--- src/rtl/imem_loader.sv ---
// imem_loader: assembles a little-endian byte stream into 32-bit instruction
// words and writes them to consecutive imem word addresses starting at
// BASE_ADDR, holding the core in reset while a load is in progress.
//
// Optional build macro: LOADER_OPCODE_CHECK_EN
//   When defined, each assembled word's opcode field (bits [6:0]) is checked
//   against the supported set; an unsupported opcode aborts the load with
//   error set and the offending word is not written.
//   When undefined, every assembled word is written unchanged.
module imem_loader #(
    parameter int                ADDR_W    = 10,
    parameter logic [ADDR_W-1:0] BASE_ADDR = {ADDR_W{1'b0}}
) (
    input  logic              clk,
    input  logic              rst_n,
    input  logic              start,
    input  logic [ADDR_W:0]   len,
    input  logic              abort,
    input  logic              byte_valid,
    input  logic [7:0]        byte_data,
    output logic              byte_ready,
    output logic              imem_we,
    output logic [ADDR_W-1:0] imem_addr,
    output logic [31:0]       imem_wdata,
    output logic              cpu_hold,
    output logic              busy,
    output logic              done,
    output logic              error
);

    // FSM encoding
    localparam logic [1:0] ST_IDLE  = 2'd0;
    localparam logic [1:0] ST_RECV  = 2'd1;
    localparam logic [1:0] ST_WRITE = 2'd2;
    localparam logic [1:0] ST_DONE  = 2'd3;

    // Largest legal word count: the full imem capacity, 2^ADDR_W.
    localparam logic [ADDR_W:0] CAP_LEN = {1'b1, {ADDR_W{1'b0}}};

`ifdef LOADER_OPCODE_CHECK_EN
    // True when the opcode field belongs to the supported instruction classes
    // (load, store, OP, OP-IMM, branch).
    function automatic logic opcode_supported(input logic [6:0] op);
        logic ok;
        case (op)
            7'b0000011,
            7'b0100011,
            7'b0110011,
            7'b0010011,
            7'b1100011: ok = 1'b1;
            default:    ok = 1'b0;
        endcase
        return ok;
    endfunction
`endif

    // State and datapath registers
    logic [1:0]        state_r;
    logic [ADDR_W:0]   len_r;
    logic [ADDR_W:0]   count_r;
    logic [ADDR_W-1:0] addr_r;
    logic [1:0]        byte_idx_r;
    logic [23:0]       word_r;
    logic [31:0]       wdata_r;
    logic              we_r;
    logic              busy_r;
    logic              hold_r;
    logic              done_r;
    logic              error_r;

    // Combinational decode
    logic [1:0]        state_nxt_s;
    logic              len_zero_s;
    logic              len_over_s;
    logic              start_acc_s;
    logic              load_go_s;
    logic              start_zero_s;
    logic              start_bad_s;
    logic              byte_ready_s;
    logic              xfer_s;
    logic              last_byte_s;
    logic [31:0]       full_word_s;
    logic              opcode_bad_s;
    logic [ADDR_W:0]   count_inc_s;
    logic              last_word_s;
    logic              abort_err_s;

    // Decode start requests, byte handshake and end-of-word/end-of-load events.
    always_comb begin
        len_zero_s   = (len == {(ADDR_W+1){1'b0}});
        len_over_s   = (len > CAP_LEN);
        start_acc_s  = (state_r == ST_IDLE) && start && !abort;
        load_go_s    = start_acc_s && !len_zero_s && !len_over_s;
        start_zero_s = start_acc_s && len_zero_s;
        start_bad_s  = start_acc_s && len_over_s;
        // A byte offered in an abort cycle is refused.
        byte_ready_s = (state_r == ST_RECV) && !abort;
        xfer_s       = byte_valid && byte_ready_s;
        last_byte_s  = xfer_s && (byte_idx_r == 2'd3);
        full_word_s  = {byte_data, word_r};
        count_inc_s  = count_r + {{ADDR_W{1'b0}}, 1'b1};
        last_word_s  = (count_inc_s == len_r);
        abort_err_s  = abort && (state_r != ST_IDLE);
`ifdef LOADER_OPCODE_CHECK_EN
        if (last_byte_s) begin
            opcode_bad_s = !opcode_supported(full_word_s[6:0]);
        end else begin
            opcode_bad_s = 1'b0;
        end
`else
        opcode_bad_s = 1'b0;
`endif
    end

    // Next-state logic; abort returns to IDLE from any active state.
    always_comb begin
        state_nxt_s = state_r;
        case (state_r)
            ST_IDLE: begin
                if (load_go_s) begin
                    state_nxt_s = ST_RECV;
                end else if (start_zero_s) begin
                    state_nxt_s = ST_DONE;
                end else begin
                    state_nxt_s = ST_IDLE;
                end
            end
            ST_RECV: begin
                if (abort) begin
                    state_nxt_s = ST_IDLE;
                end else if (last_byte_s) begin
                    if (opcode_bad_s) begin
                        state_nxt_s = ST_IDLE;
                    end else begin
                        state_nxt_s = ST_WRITE;
                    end
                end else begin
                    state_nxt_s = ST_RECV;
                end
            end
            ST_WRITE: begin
                if (abort) begin
                    state_nxt_s = ST_IDLE;
                end else if (last_word_s) begin
                    state_nxt_s = ST_DONE;
                end else begin
                    state_nxt_s = ST_RECV;
                end
            end
            ST_DONE: begin
                state_nxt_s = ST_IDLE;
            end
            default: begin
                state_nxt_s = ST_IDLE;
            end
        endcase
    end

    // State register.
    always_ff @(posedge clk or negedge rst_n) begin
        if (!rst_n) begin
            state_r <= ST_IDLE;
        end else begin
            state_r <= state_nxt_s;
        end
    end

    // Registered status/strobe outputs derived from the upcoming state.
    always_ff @(posedge clk or negedge rst_n) begin
        if (!rst_n) begin
            busy_r <= 1'b0;
            hold_r <= 1'b0;
            done_r <= 1'b0;
            we_r   <= 1'b0;
        end else begin
            busy_r <= (state_nxt_s != ST_IDLE);
            hold_r <= (state_nxt_s != ST_IDLE);
            done_r <= (state_nxt_s == ST_DONE);
            we_r   <= (state_nxt_s == ST_WRITE);
        end
    end

    // Sticky error flag: cleared by an accepted start, set by a bad length,
    // an abort of an active load or an unsupported opcode.
    always_ff @(posedge clk or negedge rst_n) begin
        if (!rst_n) begin
            error_r <= 1'b0;
        end else if (load_go_s || start_zero_s) begin
            error_r <= 1'b0;
        end else if (start_bad_s || abort_err_s || opcode_bad_s) begin
            error_r <= 1'b1;
        end else begin
            error_r <= error_r;
        end
    end

    // Load context: word count target, words written and current address.
    always_ff @(posedge clk or negedge rst_n) begin
        if (!rst_n) begin
            len_r   <= {(ADDR_W+1){1'b0}};
            count_r <= {(ADDR_W+1){1'b0}};
            addr_r  <= BASE_ADDR;
        end else if (load_go_s) begin
            len_r   <= len;
            count_r <= {(ADDR_W+1){1'b0}};
            addr_r  <= BASE_ADDR;
        end else if ((state_r == ST_WRITE) && !abort) begin
            count_r <= count_inc_s;
            if (!last_word_s) begin
                // Wraps modulo 2^ADDR_W by design.
                addr_r <= addr_r + {{(ADDR_W-1){1'b0}}, 1'b1};
            end else begin
                addr_r <= addr_r;
            end
        end else begin
            len_r   <= len_r;
            count_r <= count_r;
            addr_r  <= addr_r;
        end
    end

    // Byte lane assembly of the low three bytes; the fourth comes straight
    // from byte_data when the word completes.
    always_ff @(posedge clk or negedge rst_n) begin
        if (!rst_n) begin
            byte_idx_r <= 2'd0;
            word_r     <= 24'h000000;
        end else if (load_go_s) begin
            byte_idx_r <= 2'd0;
            word_r     <= 24'h000000;
        end else if (xfer_s) begin
            byte_idx_r <= byte_idx_r + 2'd1;
            case (byte_idx_r)
                2'd0:    word_r[7:0]   <= byte_data;
                2'd1:    word_r[15:8]  <= byte_data;
                2'd2:    word_r[23:16] <= byte_data;
                default: word_r        <= word_r;
            endcase
        end else begin
            byte_idx_r <= byte_idx_r;
            word_r     <= word_r;
        end
    end

    // Write data register: captured on word completion, held otherwise.
    always_ff @(posedge clk or negedge rst_n) begin
        if (!rst_n) begin
            wdata_r <= 32'h00000000;
        end else if (last_byte_s && !opcode_bad_s) begin
            wdata_r <= full_word_s;
        end else begin
            wdata_r <= wdata_r;
        end
    end

    // Abort suppresses the write strobe and done pulse in its own cycle.
    assign byte_ready = byte_ready_s;
    assign imem_we    = we_r && !abort;
    assign imem_addr  = addr_r;
    assign imem_wdata = wdata_r;
    assign cpu_hold   = hold_r;
    assign busy       = busy_r;
    assign done       = done_r && !abort;
    assign error      = error_r;

endmodule

--- config.mk ---
export PLATFORM = sky130hd
export DESIGN_NAME = imem_loader
export DESIGN_NICKNAME = d
export VERILOG_FILES = /design/src/rtl/imem_loader.sv
export SDC_FILE = /design/constraint.sdc
export NUM_CORES = 1
export LEC_CHECK = 0
export BUFFER_PORTS_ARGS = -buffer_cell sky130_fd_sc_hd__buf_2
export CAP_MARGIN = 15
export CELL_PAD_IN_SITES_DETAIL_PLACEMENT = 1
export CELL_PAD_IN_SITES_GLOBAL_PLACEMENT = 1
export CORE_ASPECT_RATIO = 0.9
export CORE_MARGIN = 5
export CORE_UTILIZATION = 30
export DETAILED_ROUTE_END_ITERATION = 10
export PLACE_DENSITY = 0.62
export SYNTH_ARGS = -nofsm -noshare
export SYNTH_HDL_FRONTEND = slang
export SYNTH_SLANG_ARGS = --single-unit
export TNS_END_PERCENT = 5
--- constraint.sdc ---
create_clock -name clk -period 4.5 [get_ports clk]
set_clock_uncertainty 0.15 [all_clocks]
set_input_delay 0.9 -clock clk [delete_from_list [all_inputs] [get_ports clk]]
set_output_delay 0.9 -clock clk [all_outputs]
set_load 0.01 [all_outputs]
# After elaboration in Yosys (flattened, before gate mapping)
# Index checks and enable logic that the tools add are counted.
# classes
muxes	21
n_lt_le_gt_ge	1
n_reduce_logical	33
addsub	3
eq_ne	10
# ops
op	count
two-way mux 24 bit	2
two-way mux 10 bit	3
two-way mux 8 bit	3
two-way mux 11 bit	2
two-way mux 2 bit	8
nonzero test 2 bit	8
logical AND 1 bit	13
equality test 2 bit, second input constant	6
adder 11 x 1 -> 11 bit, second input constant	1
equality test 11 bit	1
> comparator 11 bit, second input constant	1
zero test 11 bit	1
adder 10 x 1 -> 10 bit, second input constant	1
case mux 2 bit (4 select lines)	1
AND reduction 2 bit	4
equality test 2 x 1 -> 1 bit, second input constant	2
zero test 2 bit	2
zero test 1 bit	3
adder 2 x 1 -> 2 bit, second input constant	1
logical OR 1 bit	2
two-way mux 1 bit	2
!= test 2 bit, second input constant	1
# word_totals
ff_bits	96
input_bits	24
elab_cells	81

# Longest topological paths before layout
# Gate-level depths: netlist (run 1).
# logic_depth
ltp_word	8
depth_mapped	10

# Worst setup path after synthesis (run 1)
# OpenSTA, ideal clock, no wires.
# synth_timing
path_kind	input port to flip-flop
startpoint	in abort
endpoint	reg addr_r[5], in the netlist imem_addr[5]
required_time_ns	4.233
setup_slack_ns	1.863
setup_ns	0.117
n_path_buf	2
path_stages	7
t_arrival_ns	2.370
cell_sequence	nor4b_1 -> and2_1 -> clkbuf_1 -> buf_1 -> nor2_1 -> nand4_1 -> nand2_1
# synth_via
elab_chain_cells	6
word_cells_on_any_way	9
classes_between	1 x eq/ne; 1 x mux; 7 x reduce/logical
# synth_lines
item	line	rtl
start: declaration	18	input logic abort,
zero test 1 bit *	92, 207	
logical AND 1 bit	92	start_acc_s = (state_r == ST_IDLE) && start && !abort;
logical AND 1 bit (2 in series)	93	load_go_s = start_acc_s && !len_zero_s && !len_over_s;
!= test 2 bit (no line) or nonzero test 2 bit (tied branches)	--	
AND reduction 2 bit (no line)	--	
end signal: assignment	211	addr_r <= addr_r + {{(ADDR_W-1){1'b0}}, 1'b1};
end signal: assignment	213	addr_r <= addr_r;
end signal: assignment	218	addr_r <= addr_r;
end: declaration	61	logic [ADDR_W-1:0] addr_r;
# Every way passes the cells marked *; elsewhere a longest branch is shown, timed or not.
# A chain may end at the register's enable or synchronous reset.

# Worst setup path in the final report (run 1)
# layout_timing
startpoint	reg count_r[2]
endpoint	reg addr_r[1], in the netlist imem_addr[1]
# layout_via
elab_chain_cells	4
# layout_lines
item	line	rtl
start: declaration	60	logic [ADDR_W:0] count_r;
start signal: assignment	201	count_r <= {(ADDR_W+1){1'b0}};
start signal: assignment	205	count_r <= {(ADDR_W+1){1'b0}};
start signal: assignment	208	count_r <= count_inc_s;
adder 11 x 1 -> 11 bit	101	count_inc_s = count_r + {{ADDR_W{1'b0}}, 1'b1};
equality test 11 bit	102	last_word_s = (count_inc_s == len_r);
!= test 2 bit (no line)	--	
AND reduction 2 bit (no line)	--	
# Every way passes these cells.

==> results by group, run 1 <==
Run status
  • Status: finished clean

Clock tree
  • Clk Latency, worst-skew pair: around 340 ps
  • Clk slew on worst S/H paths: 70 ps
  • Resized Gates After CTS: 0
  • CTS tree: done
  • Hold-fix buffer count after cts: 0
  • Worst-case clock buffer depth: 2
  • Clk sink count: 96
  • Setup repair bufs after CTS: 0
  • H-tree depth: 3
  • CTS root buffer: clkbuf_16
  • CTS buffer count: 9

Timing
  • Unrepaired setup endpoints after global routing: false
  • Final setup violation count: 0
  • TNS Setup: 0 ps
  • Max Fclk: ~0.32 GHz
  • Slew headroom: 0.380
  • Fin. max-slew vios: 0
  • Worst slew pin tran: 929 ps
  • Fin crit share: 0.688
  • Final Critical Period: between 3000 and 4000 ps
  • Hold Fails Final Rpt: 0
  • Hold_ws: around 350 ps

GRT
  • Largest net degree at the start of global routing: 73
  • Vias in the first global route: about 3.7k
  • First-pass GRT wire length: 19.2 mm
  • Antenna violations before repair: 0
  • GRT overflow: 0
  • Overall Global Routing Usage: 0.136

Synthesis
  • Synth warnings: 0
  • Top FF cell, synth: dfrtp_1
  • Post-synth EDFFs: 0
  • Post-synthesis sequential area ratio: 0.541
  • Post-synth ARST share: 1.00
  • Distinct cells, synth: 46
  • Cells after Synth: 438
  • Mapped Area: 4440 sq um
  • Synthesized Nets: 468
  • Yosys reg bits: 96
  • Syn_area_per_cell: between 10 and 15 sq um

Cells and area
  • Design area: 5230 sq um
  • # diodes: 0
  • Area delta synth->final: 17.9%
  • Fillcell total: approximately 1.7k
  • Finished Layout Cells: 701
  • Final #Nets: 529
  • Layout cell share with drive strength beyond 1: 0.249
  • Most common cell after layout, fill and taps aside: dfrtp_1
  • Most frequent cells in the layout: dfrtp_1, nand2_1, buf_2

Drt
  • Via density: approximately 4.8
  • Wire per inst: about 16 um
  • Via Count: 3393
  • Initial DRC Count: ~160
  • Routed Antenna Nets: 0
  • DRT Pass-1 Iters: 4
  • WL final: around 11 mm
  • DRC Markers: 0

Worst setup path
  • Crit path capture type: register
  • Crit path kind: reg2reg
  • Worst-path fanout max: 15
  • Critical Path Start Type: register
  • CP arrival: 3180 ps
  • CP required: 4580 ps

Place
  • Routability cong.: roughly 0.78
  • DP Wirelength: between 8 and 9 mm
  • Input/output buffers: ~70
  • Area after DPL: a little under 5000 sq um
  • DP Cell Count: around 690

Floorplan
  • Cell Rows: 42
  • Initial core utilization: 0.304
  • Ports: 72
  • Core area: about 15000 sq um
  • Die Wd: about 140 um
  • Die area: around 17000 sq um
  • Die height: 125 um

Power and ir drop
  • VDD IR max: 162 uV
  • PwrDens: approximately 370 nW/um^2
  • Leakage power: ~0.0026 uW

Worst hold path
  • Worst hold path class: reg2reg

Job
  • Max-cap viol count: 0
## power by group
part	internal [uW]	switching (uW)	total, uW
logic	95.6	145	241
registers	930	50.2	981
clock network	389	334	723
total	1420	529	1940
## critical path, stage by stage, from the launching register on
cell and delay (ps):
dfrtp_1 520, nand3_1 280, or4_1 580, o311ai_1 90
nor2_1 90, or4b_1 790, and3_1 310, a31o_1 180
## synthesized netlist by cell type, types with 2 or more instances
cell type,instances,area share
a211oi_1,2,0.0034
a21oi_1,30,0.034
a31oi_1,2,0.0028
a41o_1,2,0.0045
and2_1,3,0.0042
and3_1,5,0.0071
buf_1,7,0.0059
buf_4,4,0.0068
clkbuf_1,13,0.011
dfrtp_1,96,0.54
ha_1,6,0.017
inv_1,10,0.0085
mux2_2,32,0.081
mux2i_1,5,0.011
nand2_1,82,0.069
nand2b_1,3,0.0042
nand3_1,37,0.042
nand3b_1,3,0.0051
nand4_1,3,0.0042
nor2_1,27,0.023
nor2b_1,7,0.0099
nor3_1,5,0.0056
nor3b_1,5,0.0085
nor4_1,2,0.0028
o21a_1,3,0.0051
o21ai_0,5,0.0056
o22ai_1,2,0.0028
or3_1,2,0.0028
or4_1,2,0.0034
xnor2_1,8,0.016
xor2_1,10,0.020
## flip-flops by register name, summed over array words and instances, names as in the netlist, 2 cells and up
register	cells
len_r	11
byte_idx_r	2
imem_addr	10
state_r	2
imem_wdata	32
word_r	24
count_r	11
## routing by layer
| metal | up-vias | routed length, um | track usage |
|---|---|---|---|
| li1 | 1623 | - | - |
| met1 | 1700 | 5470 | 0.184 |
| met2 | 56 | 5460 | 0.215 |
| met3 | 14 | 306 | 0.0267 |
| met4 | 0 | 209 | 0.0575 |
| met5 | - | 0 | 0 |
## metrics by stage
| stage | total power (uW) | util | setup WS [ps] |
|---|---|---|---|
| floorplan | 1140 | - | 1860 |
| global placement | 1230 | 0.340 | 1460 |
| detailed placement | 1240 | 0.340 | 1370 |
| CTS | 1970 | 0.358 | 1410 |
| global route | 2050 | 0.358 | 1220 |
| finish | 1940 | 0.358 | 1400 |
## path summary, 6_finish.rpt
path                       slack (ps)              to  cells past startpoint       start
setup / recovery                 1400    imem_addr[1]                      7  count_r[2]
hold / removal                    350       len_r[10]                      2   len_r[10]
setup reg to reg                 1400    imem_addr[1]                      7  count_r[2]
hold reg to reg                   350       len_r[10]                      2   len_r[10]
max in group asynchronous        2760  imem_wdata[14]                      2       rst_n
min in group asynchronous         540    imem_addr[1]                      1       rst_n
## logic make-up (layout without fill, tap and decap cells)
logic type                 Yosys count  count (layout)  synth area share
xor gates and xnor gates            18              18            0.0355
DFF                                 96              96             0.541
muxes                               37              37            0.0925
adders and majority gates            6               6            0.0169
buffers and inverters               36             101            0.0358
and+or+nand+nor                    191             191             0.204
AOI/OAI and AO/OA                   54              54            0.0742
## layout make-up
class                           count  area [sq um]  area share
Sequential cell                    96          2400       0.459
Multi-Input combinational cell    306          1880       0.359
Timing Repair Buffer               76           395      0.0756
Tap cell                          198           248      0.0473
Clock buffer                       11           243      0.0464
Inverter                           10          37.5     0.00717
Clock inverter                      4          30.0     0.00574
Note: power is estimated with default switching activity, not from simulation.
==> run 2: changes to the inputs <==
--- a/config.mk
+++ b/config.mk
@@ -5,6 +5,7 @@
 export SDC_FILE = /design/constraint.sdc
 export NUM_CORES = 1
 export LEC_CHECK = 0
+export ABC_AREA = 1
 export BUFFER_PORTS_ARGS = -buffer_cell sky130_fd_sc_hd__buf_2
 export CAP_MARGIN = 15
 export CELL_PAD_IN_SITES_DETAIL_PLACEMENT = 1
@@ -13,7 +14,7 @@
 export CORE_MARGIN = 5
 export CORE_UTILIZATION = 30
 export DETAILED_ROUTE_END_ITERATION = 10
-export PLACE_DENSITY = 0.62
+export PLACE_DENSITY = 0.64
 export SYNTH_ARGS = -nofsm -noshare
 export SYNTH_HDL_FRONTEND = slang
 export SYNTH_SLANG_ARGS = --single-unit
==> constraint.sdc (replaced) <==
create_clock -name clk -period 2.98 [get_ports clk]
set_clock_uncertainty 0.15 [all_clocks]
set_input_delay 0.596 -clock clk [delete_from_list [all_inputs] [get_ports clk]]
set_output_delay 0.596 -clock clk [all_outputs]
set_load 0.01 [all_outputs]
==> results by group, run 2 <==
Synthesis
  • Synthesized Nets: about 580
  • Distinct cells, synth: 36
  • Most area-hungry cell type in the Yosys netlist: dfrtp_1
  • Yosys reg bits: between 90 and 100
  • Post-synth EDFFs: 0
  • Post-synthesis sequential area ratio: 0.524
  • Top post-synthesis cells by area: dfrtp_1, nand2_1, nand3_1, inv_1, nor2_1
  • Most common cell in the netlist: nand2_1
  • Syn_area_per_cell: approximately 8.3 sq um
  • Synth warnings: 0
  • Synth cell count leaders: nand2_1, dfrtp_1, nand3_1
  • Top FF cell, synth: dfrtp_1
  • Cells after Synth: between 500 and 600
  • Top cell type's share of synthesized area: 0.524
  • Mapped Area: 4580 sq um
  • Post-synth ARST share: 1.00

Power and ir drop
  • PwrDens: ~700 nW/um^2
  • VDD IR max: about 330 uV
  • Leakage power: ~0.0029 uW

Timing
  • TNS Setup: 0 ps
  • Setup ws final: 560 ps
  • Fin. max-slew vios: 0
  • Fin crit share: 0.812
  • Slew headroom: 0.589
  • Max Fclk: 0.413 GHz
  • Worst slew pin tran: between 600 and 700 ps
  • Hold Fails Final Rpt: 0
  • Hold_ws: 114 ps
  • Unrepaired setup endpoints after global routing: false
  • Final setup violation count: 0
  • Final Critical Period: between 2000 and 2500 ps

Worst setup path
  • Critical Path Start Type: register
  • CP arrival: 2500 ps
  • Critical R2R Launch: count_r[0]
  • CP max stage delay: around 440 ps
  • CP required: 3060 ps
  • Crit path kind: reg2reg
  • R2R depth: 14
  • Worst path most repeated cell: nand2_1
  • Worst-path fanout max: 8
  • CP endpoint: imem_addr[8]
  • Crit. Startpoint: count_r[0]
  • Crit path cell chain: ha_1 > nand2_1 > nor2_1 > nand2_1 > nand2_1 > nand2_1 > nand2_1 > nand2_1 > nor2_1 > nand2_1 > nor2_1 > nand3_2 > nand3_1 > nand2_1
  • Flop-to-flop setup slack: about 560 ps
  • Slowest cell on the critical path: dfrtp_1
  • Crit path capture type: register
  • Reg2reg end: imem_addr[8]

Cells and area
  • Most frequent cells in the layout: nand2_1, dfrtp_1, buf_2
  • Area delta synth->final: 18.1%
  • # diodes: 0
  • Max FFs per register: 32
  • Final #Nets: ~650
  • Most common cell after layout, fill and taps aside: nand2_1
  • Finished Layout Cells: about 820
  • Layout cell share with drive strength beyond 1: 0.204
  • Design area: around 5400 sq um

Clock tree
  • CTS root buffer: clkbuf_16
  • CTS buffer count: 9
  • Clk sink count: 96
  • Worst-case clock buffer depth: 2
  • Clk Latency, worst-skew pair: ~350 ps
  • Setup repair bufs after CTS: 0
  • CTS tree: done
  • Hold-fix buffer count after cts: 0
  • Clk slew on worst S/H paths: approximately 80 ps
  • H-tree depth: 3
  • Resized Gates After CTS: 0

GRT
  • Largest net degree at the start of global routing: 53
  • Overall Global Routing Usage: 0.147
  • Met2 track demand over resource: 0.235
  • Vias in the first global route: slightly above 4k
  • GRT overflow: 0
  • Global Route met3 Usage: 0.0351
  • Antenna violations before repair: 0
  • Grt met1 use: 0.201
  • Most Used Layer, Global Route: met2
  • First-pass GRT wire length: 21.3 mm

Place
  • Routability cong.: just over 0.8
  • Area after DPL: between 5000 and 6000 sq um
  • Pre-CTS setup slack: about 470 ps
  • DP Cell Count: 808
  • DP Wirelength: between 9 and 10 mm
  • Input/output buffers: 71

Floorplan
  • Ports: between 70 and 80
  • Die area: 17900 sq um
  • Die Wd: 140 um
  • Cell Rows: 42
  • Core area: between 10000 and 15000 sq um
  • Die height: between 100 and 150 um
  • Initial core utilization: 0.308

Drt
  • DRC Markers: 0
  • Via Count: roughly 3.8k
  • WL final: between 10 and 15 mm
  • Wire per inst: approximately 15 um
  • DRT Pass-1 Iters: 4
  • Initial DRC Count: about 180
  • Routed Antenna Nets: 0
  • Via density: 4.62

Worst hold path
  • Worst hold path class: in2async

Run status
  • Status: finished clean

Job
  • Max-cap viol count: 0
-- run 2: changes by cell type after synthesis, sizes merged, moves of 9 or more --
cell	delta
a21oi	-27
clkbuf	-9
mux2	-32
nand2	+143
inv	+32
nand3	+18
nor2	+9
o21ai	+43
-- run 2: worst min-delay path by stage --
stage              startpoint             end  slack, ps  cells past startpoint
2_1_floorplan           rst_n   byte_idx_r[0]        150                      0
3_3_place_gp   imem_wdata[31]  imem_wdata[31]        310                      2
3_5_place_dp       word_r[17]  imem_wdata[17]        310                      2
4_1_cts                 rst_n      count_r[8]        130                      1
5_1_grt                 rst_n      count_r[8]        160                      1
6_report                rst_n        len_r[7]        110                      1
-- run 2: metrics by stage --
step / util / total power [uW]
after floorplan: - / 2400
after global placement: 0.345 / 2700
after detailed placement: 0.345 / 2750
after CTS: 0.364 / 3880
after global routing: 0.364 / 4080
final: 0.364 / 3820
-- run 2: critical path: cells and delay by family, from the launching register on --
| kind | cells | cell delay [ps] |
|---|---|---|
| adder cells (fa/ha/maj) | 1 | 260 |
| AND/OR/NAND/NOR | 13 | 1450 |
| flip-flops | 1 | 440 |
-- run 2: layout make-up --
type | instances | area, sq um
Fill cell | 1812 | 9460
Inverter | 42 | 160
Multi-Input combinational cell | 396 | 1920
Clock buffer | 10 | 229
Timing Repair Buffer | 76 | 408
Tap cell | 198 | 248
Clock inverter | 6 | 47.5
Sequential cell | 96 | 2400
-- run 2: logic make-up after synthesis --
group                    count (synthesis)  synth area share
adder cells (fa/ha/maj)                  6            0.0164
buffers and inverters                   59            0.0576
AND/OR/NAND/NOR                        328             0.310
AO/OA/AOI/OAI                           57            0.0822
XOR/XNOR                                 5           0.00955
flip-flops                              96             0.524
-- run 2: routing by layer --
layer / part of all wire / wire [um]
met4: 0.0072 / 90
met3: 0.052 / 650
met5: 0 / 0
met1: 0.48 / 6010
met2: 0.46 / 5710
-- run 2: power breakdown --
group | internal, uW | switching [uW] | total (uW)
sequential | 1630 | 219 | 1850
clock | 579 | 532 | 1110
combinational | 349 | 509 | 858
total | 2560 | 1260 | 3820
==> run 3: changes to the inputs <==
--- a/config.mk
+++ b/config.mk
@@ -14,7 +14,7 @@
 export CORE_MARGIN = 5
 export CORE_UTILIZATION = 30
 export DETAILED_ROUTE_END_ITERATION = 10
-export PLACE_DENSITY = 0.64
+export PLACE_DENSITY = 0.66
 export SYNTH_ARGS = -nofsm -noshare
 export SYNTH_HDL_FRONTEND = slang
 export SYNTH_SLANG_ARGS = --single-unit
==> constraint.sdc (replaced) <==
create_clock -name clk -period 2.2 [get_ports clk]
set_clock_uncertainty 0.15 [all_clocks]
set_input_delay 0.44 -clock clk [delete_from_list [all_inputs] [get_ports clk]]
set_output_delay 0.44 -clock clk [all_outputs]
set_load 0.01 [all_outputs]
==> results by group, run 3 (synthesis results as in run 2) <==
Run status
  • Status: finished clean

GRT
  • Overall Global Routing Usage: 0.154
  • Largest net degree at the start of global routing: between 60 and 70
  • Vias in the first global route: 4362
  • Antenna violations before repair: 0
  • First-pass GRT wire length: between 20 and 25 mm
  • Grt met1 use: 0.209
  • GRT overflow: 0
  • Global Route met3 Usage: 0.0299
  • Most Used Layer, Global Route: met2
  • Met2 track demand over resource: 0.242

Place
  • Input/output buffers: approximately 70
  • DP Wirelength: 9.77 mm
  • Pre-CTS setup slack: -89.8 ps
  • Routability cong.: 0.798

Timing
  • Unrepaired setup endpoints after global routing: true
  • Fin. max-slew vios: 0
  • Max Fclk: 0.468 GHz
  • Fin crit share: 0.971
  • Slew headroom: 0.690
  • Worst slew pin tran: approximately 470 ps
  • Setup ws final: 64.1 ps
  • Hold_ws: 159 ps
  • Final Critical Period: roughly 2100 ps
  • Final setup violation count: 0
  • Hold Fails Final Rpt: 0
  • TNS Setup: 0 ps

Drt
  • Wire per inst: roughly 16 um
  • Routed Antenna Nets: 0
  • Via density: about 4.7
  • Initial DRC Count: around 190
  • DRC Markers: 0
  • Via Count: just under 4k
  • DRT Pass-1 Iters: 4
  • WL final: 13.2 mm

Cells and area
  • Final #Nets: between 600 and 700
  • Fillcell total: 1809
  • Area delta synth->final: 27.3%
  • # diodes: 0
  • Layout cell share with drive strength beyond 1: 0.276
  • Max FFs per register: 32
  • Post-route core utilization: 0.392
  • Most common cell after layout, fill and taps aside: nand2_1
  • Most frequent cells in the layout: nand2_1, dfrtp_1, buf_2

Floorplan
  • Ports: just over 70
  • Initial core utilization: 0.308
  • Die height: roughly 130 um
  • Cell Rows: 42
  • Die area: 17900 sq um
  • Die Wd: between 100 and 150 um
  • Core area: roughly 15000 sq um

Clock tree
  • CTS buffer count: 9
  • CTS root buffer: clkbuf_16
  • Clk Latency, worst-skew pair: around 350 ps
  • H-tree depth: 3
  • Clk sink count: 96
  • Clk slew on worst S/H paths: roughly 70 ps
  • Worst-case clock buffer depth: 2
  • CTS tree: done

Job
  • Max-cap viol count: 0

Worst setup path
  • CP arrival: between 2000 and 2500 ps
  • CP required: around 2300 ps
  • Crit path kind: reg2reg
  • Critical Path Start Type: register
  • Crit path capture type: register
  • Worst-path fanout max: 8

Power and ir drop
  • VDD IR max: approximately 420 uV
  • PwrDens: 909 nW/um^2
  • Leakage power: about 0.0031 uW
  • Power Total: 5310 uW

Worst hold path
  • Worst hold path class: in2reg
[run 3: area by class of cell]
type,instances,area (sq um),area share
well taps,198,248,0.0425
clock inverters,3,25.0,0.00429
repair buffers,98,642,0.110
inverters,42,160,0.0274
multi-input cells,397,2100,0.360
flip-flops and latches,96,2400,0.412
clock buffers,12,256,0.0440
[run 3: stage by stage]
stage / instance area [sq um] / std cells
floorplan: 4580 / 551
global placement: 5330 / 826
detailed placement: 5330 / 826
CTS: 5640 / 842
global route: 5840 / 846
finish: 5840 / 846
[run 3: timing repair]
action | in CTS | in global routing
endpoints found under the hold margin | 62 | 0
gates resized for setup | 3 | 41
hold buffers | 1 | 0
setup endpoints to repair | 8 | 13
buffers inserted | 0 | 3
cloned | 0 | 1
pin swaps | 0 | 15
[run 3: final timing paths]
kind / to / cells after the start / from / slack [ps]
max: imem_addr[7] / 12 / count_r[1] / 60
min: len_r[8] / 3 / len[8] / 160
max reg2reg: imem_addr[7] / 12 / count_r[1] / 60
min reg2reg: imem_wdata[14] / 2 / word_r[14] / 330
max in group asynchronous: count_r[2] / 3 / rst_n / 1000
min in group asynchronous: count_r[7] / 3 / rst_n / 470
[run 3: critical path: stages, from the launching register on]
cell and delay, ps:
dfrtp_1 420, buf_6 130, nand2_1 90, nor2_4 210, nand3_2 110, nand3_1 120
nand2_1 60, nor2_1 110, nand2_1 90, nor2_4 160, nand3_4 190, nand3_2 120
nand2_1 50
[run 3: per-layer routing]
layer / routed length, um / up-vias
li1: - / 1947
met4: 253 / 0
met5: 0 / -
met2: 5950 / 63
met1: 6480 / 1917
met3: 543 / 15
[run 3: power breakdown]
| group | internal [uW] | total [uW] | switching [uW] | leakage [uW] |
|---|---|---|---|---|
| Clock | 829 | 1520 | 686 | 0.000135 |
| Sequential | 2210 | 2520 | 309 | 0.00127 |
| Combinational | 525 | 1270 | 743 | 0.00165 |
| Total | 3570 | 5310 | 1740 | 0.00305 |
